### config.mk
export PLATFORM = sky130hd
export DESIGN_NAME = counter_pwm
export DESIGN_NICKNAME = d
export VERILOG_FILES = /design/src/rtl/counter_pwm.sv
export SDC_FILE = /design/constraint.sdc
export NUM_CORES = 1
export LEC_CHECK = 0
export ABC_AREA = 1
export BUFFER_PORTS_ARGS = -buffer_cell sky130_fd_sc_hd__buf_2
export CELL_PAD_IN_SITES_DETAIL_PLACEMENT = 1
export CELL_PAD_IN_SITES_GLOBAL_PLACEMENT = 1
export CORE_MARGIN = 2
export CORE_UTILIZATION = 43
export CTS_CLUSTER_SIZE = 12
export DETAILED_ROUTE_END_ITERATION = 8
export PLACE_DENSITY_LB_ADDON = 0.1
export REMOVE_ABC_BUFFERS = 1
export SLEW_MARGIN = 20
export SYNTH_ARGS = -nofsm -noshare
export SYNTH_HDL_FRONTEND = slang
export SYNTH_SLANG_ARGS = --single-unit
### constraint.sdc
create_clock -name clk -period 3.2 [get_ports clk]
set_input_delay 0.48 -clock clk [delete_from_list [all_inputs] [get_ports clk]]
set_output_delay 0.48 -clock clk [all_outputs]
set_load 0.03 [all_outputs]
### src/rtl/counter_pwm.sv
// counter_pwm
//   Consumes a free-running WIDTH-bit count and produces a registered PWM
//   output by comparing each count against the active duty value. New duty
//   values arrive over a valid/ready handshake, are staged in a shadow
//   register and only become active at the period boundary (count all-ones),
//   so a period is never cut short or stretched mid-way. A sticky flag
//   reports any count step that is not +1 (a step to 0 is always accepted).
//
// Ports
//   clk          in   rising-edge clock
//   reset_n      in   asynchronous active-low reset
//   count        in   [WIDTH] counter value, expected to advance by 1 per clk
//   duty_data    in   [WIDTH] new duty value
//   duty_valid   in   duty_data is valid
//   duty_ready   out  shadow register free (no duty pending)
//   pwm          out  registered PWM output (XORed with INVERT)
//   wrap         out  one-cycle pulse after the count=all-ones edge
//   duty_active  out  [WIDTH] duty value used by the compare
//   seq_err      out  sticky sequence error flag
//   err_clr      in   synchronous clear of seq_err (a new error wins)
module counter_pwm #(
  parameter int WIDTH  = 8,
  parameter bit INVERT = 1'b0
) (
  input  logic             clk,
  input  logic             reset_n,
  input  logic [WIDTH-1:0] count,
  input  logic [WIDTH-1:0] duty_data,
  input  logic             duty_valid,
  output logic             duty_ready,
  output logic             pwm,
  output logic             wrap,
  output logic [WIDTH-1:0] duty_active,
  output logic             seq_err,
  input  logic             err_clr
);

  logic [WIDTH-1:0] r_shadow;
  logic [WIDTH-1:0] r_duty_active;
  logic             r_pending;
  logic             r_pwm;
  logic             r_wrap;
  logic [WIDTH-1:0] r_prev;
  logic             r_prev_valid;
  logic             r_seq_err;

  logic             w_all_ones;
  logic             w_xfer;
  logic [WIDTH-1:0] w_prev_inc;
  logic             w_seq_bad;

  assign w_all_ones = (count == {WIDTH{1'b1}});
  assign w_xfer     = duty_valid && !r_pending;
  // +1 wraps naturally at WIDTH bits, so all-ones -> 0 is a legal step.
  assign w_prev_inc = r_prev + {{(WIDTH-1){1'b0}}, 1'b1};
  // A step to 0 is always legal so an upstream counter reset resyncs quietly.
  assign w_seq_bad  = r_prev_valid && (count != w_prev_inc) && (count != '0);

  always_ff @(posedge clk or negedge reset_n) begin
    if (!reset_n) begin
      r_shadow      <= '0;
      r_duty_active <= '0;
      r_pending     <= 1'b0;
      r_pwm         <= INVERT;
      r_wrap        <= 1'b0;
      r_prev        <= '0;
      r_prev_valid  <= 1'b0;
      r_seq_err     <= 1'b0;
    end else begin
      r_wrap       <= w_all_ones;
      // Compare uses the duty value from before this edge's update, so a
      // newly applied duty starts exactly at count=0 of the next period.
      r_pwm        <= INVERT ^ (count < r_duty_active);
      r_prev       <= count;
      r_prev_valid <= 1'b1;

      // Apply requires pending=1 and a transfer requires pending=0, so the
      // two never collide; a transfer on the wrap edge waits a full period.
      if (w_all_ones && r_pending) begin
        r_duty_active <= r_shadow;
        r_pending     <= 1'b0;
      end
      if (w_xfer) begin
        r_shadow  <= duty_data;
        r_pending <= 1'b1;
      end

      if (w_seq_bad)    r_seq_err <= 1'b1;
      else if (err_clr) r_seq_err <= 1'b0;
    end
  end

  assign duty_ready  = !r_pending;
  assign pwm         = r_pwm;
  assign wrap        = r_wrap;
  assign duty_active = r_duty_active;
  assign seq_err     = r_seq_err;

endmodule

# After elaboration in Yosys (flattened, before gate mapping)

Index checks and enable logic that the tools add are counted.

Register bits: 29
Logic and storage cells: 24
Output and inout bits: 12
Input port bits: 20

Eq/ne operators: 2
Reduce and logical (&&, ||, !) cells: 8
Muxes and demuxes: 4
$add $sub $neg: 1
Order comparisons: 1

Operator list:

| operator                                                      | count |
|---|---|
| 8-bit by 1-bit adder with 8-bit output, second input constant | 1 |
| 8-bit equality test, second input constant                    | 1 |
| 8-bit < comparator                                            | 1 |
| 8-bit inequality test                                         | 1 |
| 8-bit nonzero test                                            | 1 |
| 1-bit logical AND                                             | 4 |
| 1-bit 2-to-1 mux                                              | 4 |
| 2-bit nonzero test                                            | 2 |
| 1-bit zero test                                               | 1 |

# Depth between registers and ports, before layout

Gate-level depths: netlist (run 1).

Depth after elaboration: 5
Gate-level depth with buffers: 11
Gate-level depth less buffers: 11

# Worst setup path after synthesis (run 1)

Ideal clock, no wire load.

Path kind: input to register
Start: input port count[5]
End: register r_pending
Setup time: 0.117 ns
Buffers on the path: 1
Setup slack: 1.822 ns
Arrival time: 1.261 ns
Stages: 6
Data required time: 3.083 ns
Path through: inv_1 nor4_4 nand3_4 buf_6 o21ai_1 inv_1

Longest elaborated chain between the ends: 3

Ends and longest elaborated chain:

| item                                | line | RTL |
|---|---|---|
| start: declaration                  | 27   | `input logic [WIDTH-1:0] count,` |
| 8-bit equality test                 | 52   | `assign w_all_ones = (count == {WIDTH{1'b1}});` |
| 1-bit logical AND                   | 79   | `if (w_all_ones && r_pending) begin` |
| 2-bit nonzero test (no source line) | --   |  |
| end signal: assignment              | 63   | `r_pending <= 1'b0;` |
| end signal: assignment              | 81   | `r_pending <= 1'b0;` |
| end signal: assignment              | 85   | `r_pending <= 1'b1;` |
| end: declaration                    | 40   | `logic r_pending;` |

Every way passes these cells.
A chain may end at the register's enable or synchronous reset.

# Final worst setup path (run 1)

Start: register r_pending
End: output port duty_ready

Longest elaborated chain between the ends: 1

Ends and longest elaborated chain:

| item             | line | RTL |
|---|---|---|
| 1-bit zero test  | 93   | `assign duty_ready = !r_pending;` |
| end: declaration | 30   | `output logic duty_ready,` |

Every way passes these cells.

==> results.json, run 1 <==
{
  "synth_cell_types": 24,
  "start_util_pct": 46.0,
  "cp.arrival_ns": 1.05,
  "dieHeight_um": 64.4,
  "dp_hpwl_um": 2810,
  "wl_um": 3600,
  "setup_ws_ns": 1.67,
  "cp-start-kind": "flip-flop",
  "syn_area_mm2": 0.00157,
  "hold_ws_ns": 0.163,
  "finalClockSkew_ns": 0.00464,
  "antenna_found_initial": 0,
  "via_per_inst": 4.73,
  "avgRoutedWirePerCell_um": 13.1,
  "post-route-period-util_pct": 47.7,
  "area_growth_pct": 17.9,
  "hold_buffers": 0,
  "grt_pass1_vias": 1382,
  "numCtsBuffers": 5,
  "drv_cap": 0,
  "tritoncts": "built",
  "drt_iter0_drc": 28,
  "clock_path_buffers": 2,
  "die-area_mm2": 0.00415,
  "ys.warnings.count": 0,
  "fin_setup_tns_ns": 0,
  "place.gp.congestion": 0.729,
  "worstPathRequired_ns": 2.72,
  "cts_setup_buffers": 0,
  "layout_min_cycle_time_ns": 1.53,
  "dp_slack_ns": 1.55,
  "grt_remaining_overflow": 0,
  "fmax_mhz": 655,
  "startpoint": "r_pending$_DFFE_PN0P_",
  "tightest_slew_ns": 0.650,
  "drive_gt1_share_pct": 24.5,
  "path_clk_slew_ns": 0.09,
  "std_cell_rows": 21,
  "hold_viol": 0,
  "cts_resized": 0,
  "syn_inst": 192,
  "r2r_setup_slack_ns": 1.68,
  "syn_avg_cell_area_um2": 8.18,
  "r2r_cells": 10,
  "layout.nets": 256,
  "ys_ff_latch": 29,
  "synth-main-ff-cell": "dfrtp_1",
  "synthArstFlopShare_pct": 100,
  "drtAntennaViolNets": 0,
  "num_vias": 1300,
  "drtPass1Iterations": 4,
  "endpoint_kind": "primary output",
  "slew_violations": 0,
  "grt_usage_pct": 20.9,
  "diodes": 0,
  "relSlewSlack_pct": 56.7,
  "drcViolationCount": 0,
  "powerDensity_mw_per_mm2": 508,
  "cts-root-buf": "clkbuf_4",
  "ios": 32,
  "cts_num_sinks": 29,
  "synth-edff-count": 0,
  "setup_viol": 0,
  "io_buffers": 31,
  "ys_seq_area_share_pct": 46.2,
  "dieWidth_um": 64.4,
  "path_class": "flip-flop to primary output",
  "critPathMaxFanout": 3,
  "reg2reg_from": "r_prev[0]$_DFF_PN0_",
  "core-area_mm2": 0.00342,
  "status": "completed",
  "grt_setup_unrepaired": "no",
  "grt_max_degree": 30,
  "hp-class": "input port to asynchronous set/reset pin",
  "total_leakage_power_nw": 1.04,
  "h-tree-depth": 2,
  "clk_latency_ns": 0.33,
  "ir_worst_vdd_mv": 0.220,
  "grt_pass1_wl_um": 6520,
  "r2r-end": "seq_err$_DFFE_PN0P_"
}
[where the power goes]
group          leakage (nW)  switching (mW)  internal, mW  total (mW)
registers             0.339          0.0210         0.404       0.425
logic                 0.656           0.134        0.0680       0.202
clock network        0.0455           0.127         0.186       0.314
total                  1.04           0.282         0.659       0.941
[cells by family (layout without fill, tap and decap cells)]
| group | count (synthesis) | count (layout) | synth area share (%) |
|---|---|---|---|
| buf+inv | 43 | 80 | 10.8 |
| fa+ha+maj | 8 | 8 | 6.37 |
| other cells | 1 | 1 | 0.239 |
| flops | 29 | 29 | 46.2 |
| xor+xnor | 3 | 3 | 1.67 |
| simple gates | 83 | 83 | 24.5 |
| compound gates | 25 | 25 | 10.2 |
[flip-flops by register name (all words and copies together) (netlist names)]
register	cells
r_shadow	8
duty_active	8
wrap	1
pwm	1
r_prev	8
r_pending	1
r_prev_valid	1
seq_err	1
[through the flow]
stage | power, mW | util [%] | cells | area, um2
after floorplan | 0.561 | - | 190 | 1550
after global placement | 0.619 | 51.7 | 267 | 1770
after detailed placement | 0.635 | 51.7 | 267 | 1770
after CTS | 0.955 | 54.2 | 275 | 1850
after global routing | 1.00 | 54.2 | 275 | 1850
final | 0.941 | 54.2 | 275 | 1850
[how the worst max path moves through the flow]
stage | to
final | duty_ready
after global routing | seq_err$_DFFE_PN0P_
after CTS | duty_ready
after detailed placement | duty_active[3]$_DFFE_PN0P_
after global placement | duty_active[7]$_DFFE_PN0P_
after floorplan | duty_active[0]$_DFFE_PN0P_
[area by class of cell]
cell class	instances	area [um2]
well taps	46	57.6
clock inverters	1	30.0
inverters	41	154
multi-input cells	120	674
clock buffers	7	55.1
fillers	457	1560
repair buffers	31	155
flip-flops and latches	29	726
[routing by layer]
metal / up-vias / GRT usage, % / wire length (um)
li1: 658 / - / -
met1: 618 / 25.3 / 1470
met2: 19 / 36.8 / 1950
met3: 5 / 3.65 / 117
met4: 0 / 8.78 / 60
met5: - / 0 / 0
[worst max-delay path: stages (launching register included)]
cell	delay, ns
dfrtp_1	0.44
inv_1	0.08
buf_2	0.19
[cell usage in the layout (no fill, tap or decap), drive strengths merged, types with 2 or more instances in the layout]
master  count
nand3      10
nor4        2
inv        41
xor2        2
nand4       2
buf        31
clkbuf      7
a21oi      13
dfrtp      29
o21ai      10
nor2       17
ha          8
nand2      50
[synthesized netlist by cell type (2+ instances only)]
library cell | instances | area [um2]
nor2_1 | 17 | 63.8
xor2_1 | 2 | 17.5
nor4_4 | 2 | 42.5
nand3_1 | 9 | 45.0
dfrtp_1 | 29 | 726
a21oi_1 | 13 | 65.1
o21ai_2 | 8 | 70.1
nand2_1 | 49 | 184
inv_2 | 5 | 18.8
ha_1 | 8 | 100
nand4_1 | 2 | 12.5
inv_1 | 36 | 135
(Power assumes the default switching activity.)
==> run 2: changes to the inputs <==
CORE_UTILIZATION = 36   (was 43)
clock period = 1.3 ns   (was 3.2 ns; I/O delays follow)
==> run 2 against run 1 <==
Effect of this change:
- the run now ends with setup timing left
- via count rose by 8.2%
- non-clock buffer count rose by 27
- global-route usage shrank 4.2 points
- setup slack lost 1.8 ns
- worst hold slack got worse by 0.099 ns
- flip-flop and latch count did not move
- clock power is 130% higher
- sequential power is 140% higher
==> results.json, run 2 (synthesized netlist as in run 1, its figures left out) <==
{
  "status": "finished, violations left",
  "violations": "setup timing",
  "grt_remaining_overflow": 0,
  "layout_common_cells": "48 x nand2_1, 35 x inv_1, 31 x buf_2, 29 x dfrtp_1, 23 x buf_4",
  "post-route-period-util_pct": 106,
  "path_class": "flip-flop to flip-flop",
  "startpoint": "r_prev[0]$_DFF_PN0_",
  "r2r_cells": 10,
  "wl_um": 3670,
  "cp_common_cell": "nand2_1",
  "reg2reg_from": "r_prev[0]$_DFF_PN0_",
  "r2r-end": "seq_err$_DFFE_PN0P_",
  "drive_gt1_share_pct": 34.1,
  "h-tree-depth": 2,
  "critPathMaxFanout": 2,
  "grt_setup_unrepaired": "yes",
  "area_growth_pct": 35.1,
  "setup_viol": 1,
  "cp_num_buf_inv": 1,
  "hp-class": "input port to flip-flop",
  "final_util_pct": 49.8,
  "numCtsBuffers": 5,
  "grt_usage_pct": 16.8,
  "grt_max_degree": 30,
  "powerDensity_mw_per_mm2": 1120,
  "finalClockSkew_ns": 0.00249,
  "tritoncts": "built",
  "drcViolationCount": 0,
  "antenna_found_initial": 0,
  "io_buffers": 31,
  "drtAntennaViolNets": 0,
  "path_delay_family": "simple AND/OR/NAND/NOR gates",
  "place.gp.congestion": 0.829,
  "slowest_delay_ns": 0.42,
  "fmax_mhz": 723,
  "crit_end": "seq_err$_DFFE_PN0P_",
  "cp_cell_sequence": "ha_4, inv_2, nand2_1, nand2_1, nor2_1, nand3_1, nor2_1, nand3_1, nand2_1, nand2_1",
  "via_per_inst": 4.58,
  "endpoint_kind": "flip-flop",
  "final_common_cell": "nand2_1",
  "drt_iter0_drc": 22,
  "drv_cap": 0,
  "cp.arrival_ns": 1.56,
  "layout_min_cycle_time_ns": 1.38,
  "dieHeight_um": 70.0,
  "slew_violations": 0,
  "total_leakage_power_nw": 1.18,
  "cts_num_sinks": 29,
  "dp_hpwl_um": 2990,
  "start_util_pct": 36.8,
  "cts-root-buf": "clkbuf_8",
  "core-area_mm2": 0.00426,
  "grt_pass1_vias": 1512,
  "clock_path_buffers": 2,
  "path_clk_slew_ns": 0.06,
  "fin_setup_tns_ns": -0.0825,
  "grt_pass1_wl_um": 6500,
  "die-area_mm2": 0.00491,
  "setup_ws_ns": -0.0825,
  "ios": 32,
  "clk_latency_ns": 0.28,
  "worstPathRequired_ns": 1.47,
  "avgRoutedWirePerCell_um": 12.0,
  "drtPass1Iterations": 4,
  "r2r_setup_slack_ns": -0.08,
  "std_cell_rows": 24,
  "hold_viol": 0,
  "dieWidth_um": 70.0,
  "num_vias": 1406,
  "diodes": 0,
  "ir_worst_vdd_mv": 0.774,
  "layout.nets": 283,
  "cp-start-kind": "flip-flop",
  "slowest_stage": "dfrtp_1",
  "cp.depth": 10
}
run 2: cell count changes in the layout (fill, tap and decap cells not counted), moves of 2 or more:
cell	delta
buf_4	+23
clkbuf_4	-5
buf_12	+2
a21oi_2	+2
a21oi_1	-2
clkbuf_8	+5
run 2: final cells by class:
| class | instances | area (um2) |
|---|---|---|
| timing repair buffer | 58 | 389 |
| sequential | 29 | 726 |
| clock buffer | 7 | 86.3 |
| multi-input combinational | 120 | 702 |
| inverter | 41 | 154 |
| fill | 539 | 2140 |
| tap | 52 | 65.1 |
run 2: worst min-delay path by stage:
| stage | startpoint | endpoint | slack, ns | cells after the start |
|---|---|---|---|---|
| 2_1_floorplan | reset_n | duty_active[0]$_DFFE_PN0P_ | -0.10 | 0 |
| 3_3_place_gp | reset_n | r_prev[5]$_DFF_PN0_ | 0.15 | 2 |
| 3_5_place_dp | reset_n | seq_err$_DFFE_PN0P_ | 0.16 | 2 |
| 4_1_cts | count[2] | r_prev[2]$_DFF_PN0_ | 0.06 | 1 |
| 5_1_grt | count[2] | r_prev[2]$_DFF_PN0_ | 0.06 | 1 |
| 6_report | count[2] | r_prev[2]$_DFF_PN0_ | 0.06 | 1 |
run 2: per-layer routing:
metal / global-route usage (%) / vias to the layer above / wire length [um] / part of all wire [%]
met4: 7.69 / 0 / 53 / 1.4
li1: - / 712 / - / -
met3: 4.18 / 6 / 108 / 2.9
met5: 0 / - / 0 / 0
met2: 29.9 / 18 / 1920 / 52
met1: 18.6 / 670 / 1590 / 43
run 2: what timing repair did:
action                                  in CTS  in global routing
gates resized for setup                      3                  5
pin swaps                                    1                  2
hold buffers                                 1                  0
endpoints found under the hold margin       29                  0
endpoints found under the setup margin       1                  2
buffers inserted                             1                  5
run 2: through the flow:
step | instances | cell area [um2] | setup slack, ns | power (mW) | hold slack (ns)
final | 307 | 2120 | -0.0825 | 2.37 | 0.0641
after global routing | 307 | 2120 | -0.224 | 2.53 | 0.0566
after CTS | 302 | 2070 | -0.0960 | 2.38 | 0.0564
after detailed placement | 293 | 1950 | -0.134 | 1.61 | 0.160
after global placement | 293 | 1950 | -0.0458 | 1.57 | 0.153
after floorplan | 190 | 1550 | 0.00800 | 1.38 | -0.101
run 2: where the power goes:
group	leakage [nW]	internal (mW)	switching [mW]
sequential	0.339	0.998	0.0468
clock	0.0443	0.419	0.317
combinational	0.799	0.242	0.348
total	1.18	1.66	0.711
==> run 3: changes to the inputs <==
CORE_MARGIN = not set   (was 2)
==> run 3 against run 2 <==
Effect of this change:
- total power grew 8.2%
- register-to-register slack is essentially flat
- critical path type unchanged
- the run still ends with setup timing left
- maximum frequency shrank 1.0%
- critical path depth is the same
- via count shrank 0.78%
==> results.json, run 3 (synthesized netlist as in run 1, its figures left out) <==
{
  "seq_area_um2": 726,
  "final_common_cell": "nand2_1",
  "start_util_pct": 38.4,
  "core-area_mm2": 0.00409,
  "endpoint_kind": "flip-flop",
  "path_class": "flip-flop to flip-flop",
  "clk_latency_ns": 0.27,
  "status": "finished, violations left",
  "area_growth_pct": 34.0,
  "hold_viol": 0,
  "drv_cap": 0,
  "path_delay_family": "simple AND/OR/NAND/NOR gates",
  "grt_pass1_wl_um": 6320,
  "place_area_mm2": 0.00193,
  "hold_ws_ns": 0.154,
  "slew_violations": 0,
  "cp.arrival_ns": 1.56,
  "numCtsBuffers": 5,
  "h-tree-depth": 2,
  "layout_common_cells": "49 x nand2_1, 36 x inv_1, 31 x buf_2, 29 x dfrtp_1, 22 x buf_4",
  "multi_input_area_um2": 696,
  "grt_pass1_vias": 1438,
  "setup_viol": 1,
  "cp_cell_sequence": "ha_1, inv_1, nand2_1, nand2_1, nor2_1, nand3_1, nor2_1, nand3_1, nand2_1, nand2_1",
  "cp-start-kind": "flip-flop",
  "place.gp.congestion": 0.797,
  "avgRoutedWirePerCell_um": 12.3,
  "final_util_pct": 51.5,
  "drtAntennaViolNets": 0,
  "layout.nets": 280,
  "dieHeight_um": 68.0,
  "cts-root-buf": "clkbuf_8",
  "grt_usage_pct": 18.8,
  "dieWidth_um": 68.0,
  "cp_num_buf_inv": 1,
  "cts_num_sinks": 29,
  "grt_remaining_overflow": 0,
  "powerDensity_mw_per_mm2": 1220,
  "hp-class": "input port to flip-flop",
  "drcViolationCount": 0,
  "via_per_inst": 4.60,
  "std_cell_rows": 23,
  "critPathMaxFanout": 2,
  "finalClockSkew_ns": 0.00165,
  "wl_um": 3730,
  "cp_common_cell": "nand2_1",
  "fmax_mhz": 716,
  "drt_iter0_drc": 43,
  "dp_hpwl_um": 3010,
  "grt_setup_unrepaired": "yes",
  "tritoncts": "built",
  "ir_worst_vdd_mv": 0.692,
  "drive_gt1_share_pct": 32.4,
  "grt_max_degree": 30,
  "violations": "setup timing",
  "power_mw": 2.56,
  "drtPass1Iterations": 3,
  "worstPathRequired_ns": 1.47,
  "ios": 32,
  "slowest_stage": "dfrtp_1",
  "design_area_mm2": 0.00210,
  "r2r_setup_slack_ns": -0.1,
  "path_clk_slew_ns": 0.06,
  "nFillCells": 525,
  "antenna_found_initial": 0,
  "post-route-period-util_pct": 107,
  "num_vias": 1395,
  "clock_path_buffers": 2,
  "diodes": 0,
  "layout_min_cycle_time_ns": 1.40,
  "slowest_delay_ns": 0.39,
  "setup_ws_ns": -0.0971,
  "total_leakage_power_nw": 1.18,
  "io_buffers": 31,
  "die-area_mm2": 0.00463
}
[run 3: report_power, final]
group | internal (mW) | switching [mW]
Combinational | 0.218 | 0.342
Clock | 0.624 | 0.334
Sequential | 0.997 | 0.0480
Total | 1.84 | 0.724
[run 3: cell type report]
type / instances / share of cell area, %
clock inverters: 1 / 1.43
repair buffers: 55 / 16.6
multi-input cells: 120 / 33.1
clock buffers: 7 / 4.10
inverters: 41 / 7.31
well taps: 50 / 2.97
flip-flops and latches: 29 / 34.5
[run 3: metrics by stage]
| stage | cells | TNS [ns] | setup slack [ns] |
|---|---|---|---|
| 2_1_floorplan | 190 | 0 | 0.00800 |
| 4_1_cts | 302 | -0.0976 | -0.0976 |
| 6_report | 303 | -0.0971 | -0.0971 |
| 3_5_place_dp | 291 | -0.116 | -0.116 |
| 3_3_place_gp | 291 | -0.0373 | -0.0373 |
| 5_1_grt | 303 | -0.234 | -0.234 |
[run 3: path summary, 6_finish.rpt]
check	startpoint	endpoint	depth (start not counted)
max	r_prev[0]$_DFF_PN0_	seq_err$_DFFE_PN0P_	10
min	count[5]	r_prev[5]$_DFF_PN0_	2
max reg2reg	r_prev[0]$_DFF_PN0_	seq_err$_DFFE_PN0P_	10
min reg2reg	duty_active[7]$_DFFE_PN0P_	duty_active[7]$_DFFE_PN0P_	2
max in group asynchronous	reset_n	duty_active[0]$_DFFE_PN0P_	3
min in group asynchronous	reset_n	pwm$_DFF_PN0_	3
[run 3: timing repair]
action / CTS / global route
endpoints found under the setup margin: 1 / 2
pin swaps: 0 / 1
buffers inserted: 2 / 1
resized for setup: 0 / 4
endpoints found under the hold margin: 29 / 0
hold buffers: 1 / 0
[run 3: routing by layer]
| metal | routed length [um] | share of wire [%] | up-vias | GRT usage (%) |
|---|---|---|---|---|
| li1 | - | - | 709 | - |
| met1 | 1570 | 42 | 661 | 21.4 |
| met2 | 2020 | 54 | 20 | 33.8 |
| met3 | 106 | 2.8 | 5 | 5.00 |
| met4 | 33 | 0.88 | 0 | 5.99 |
| met5 | 0 | 0 | - | 0 |
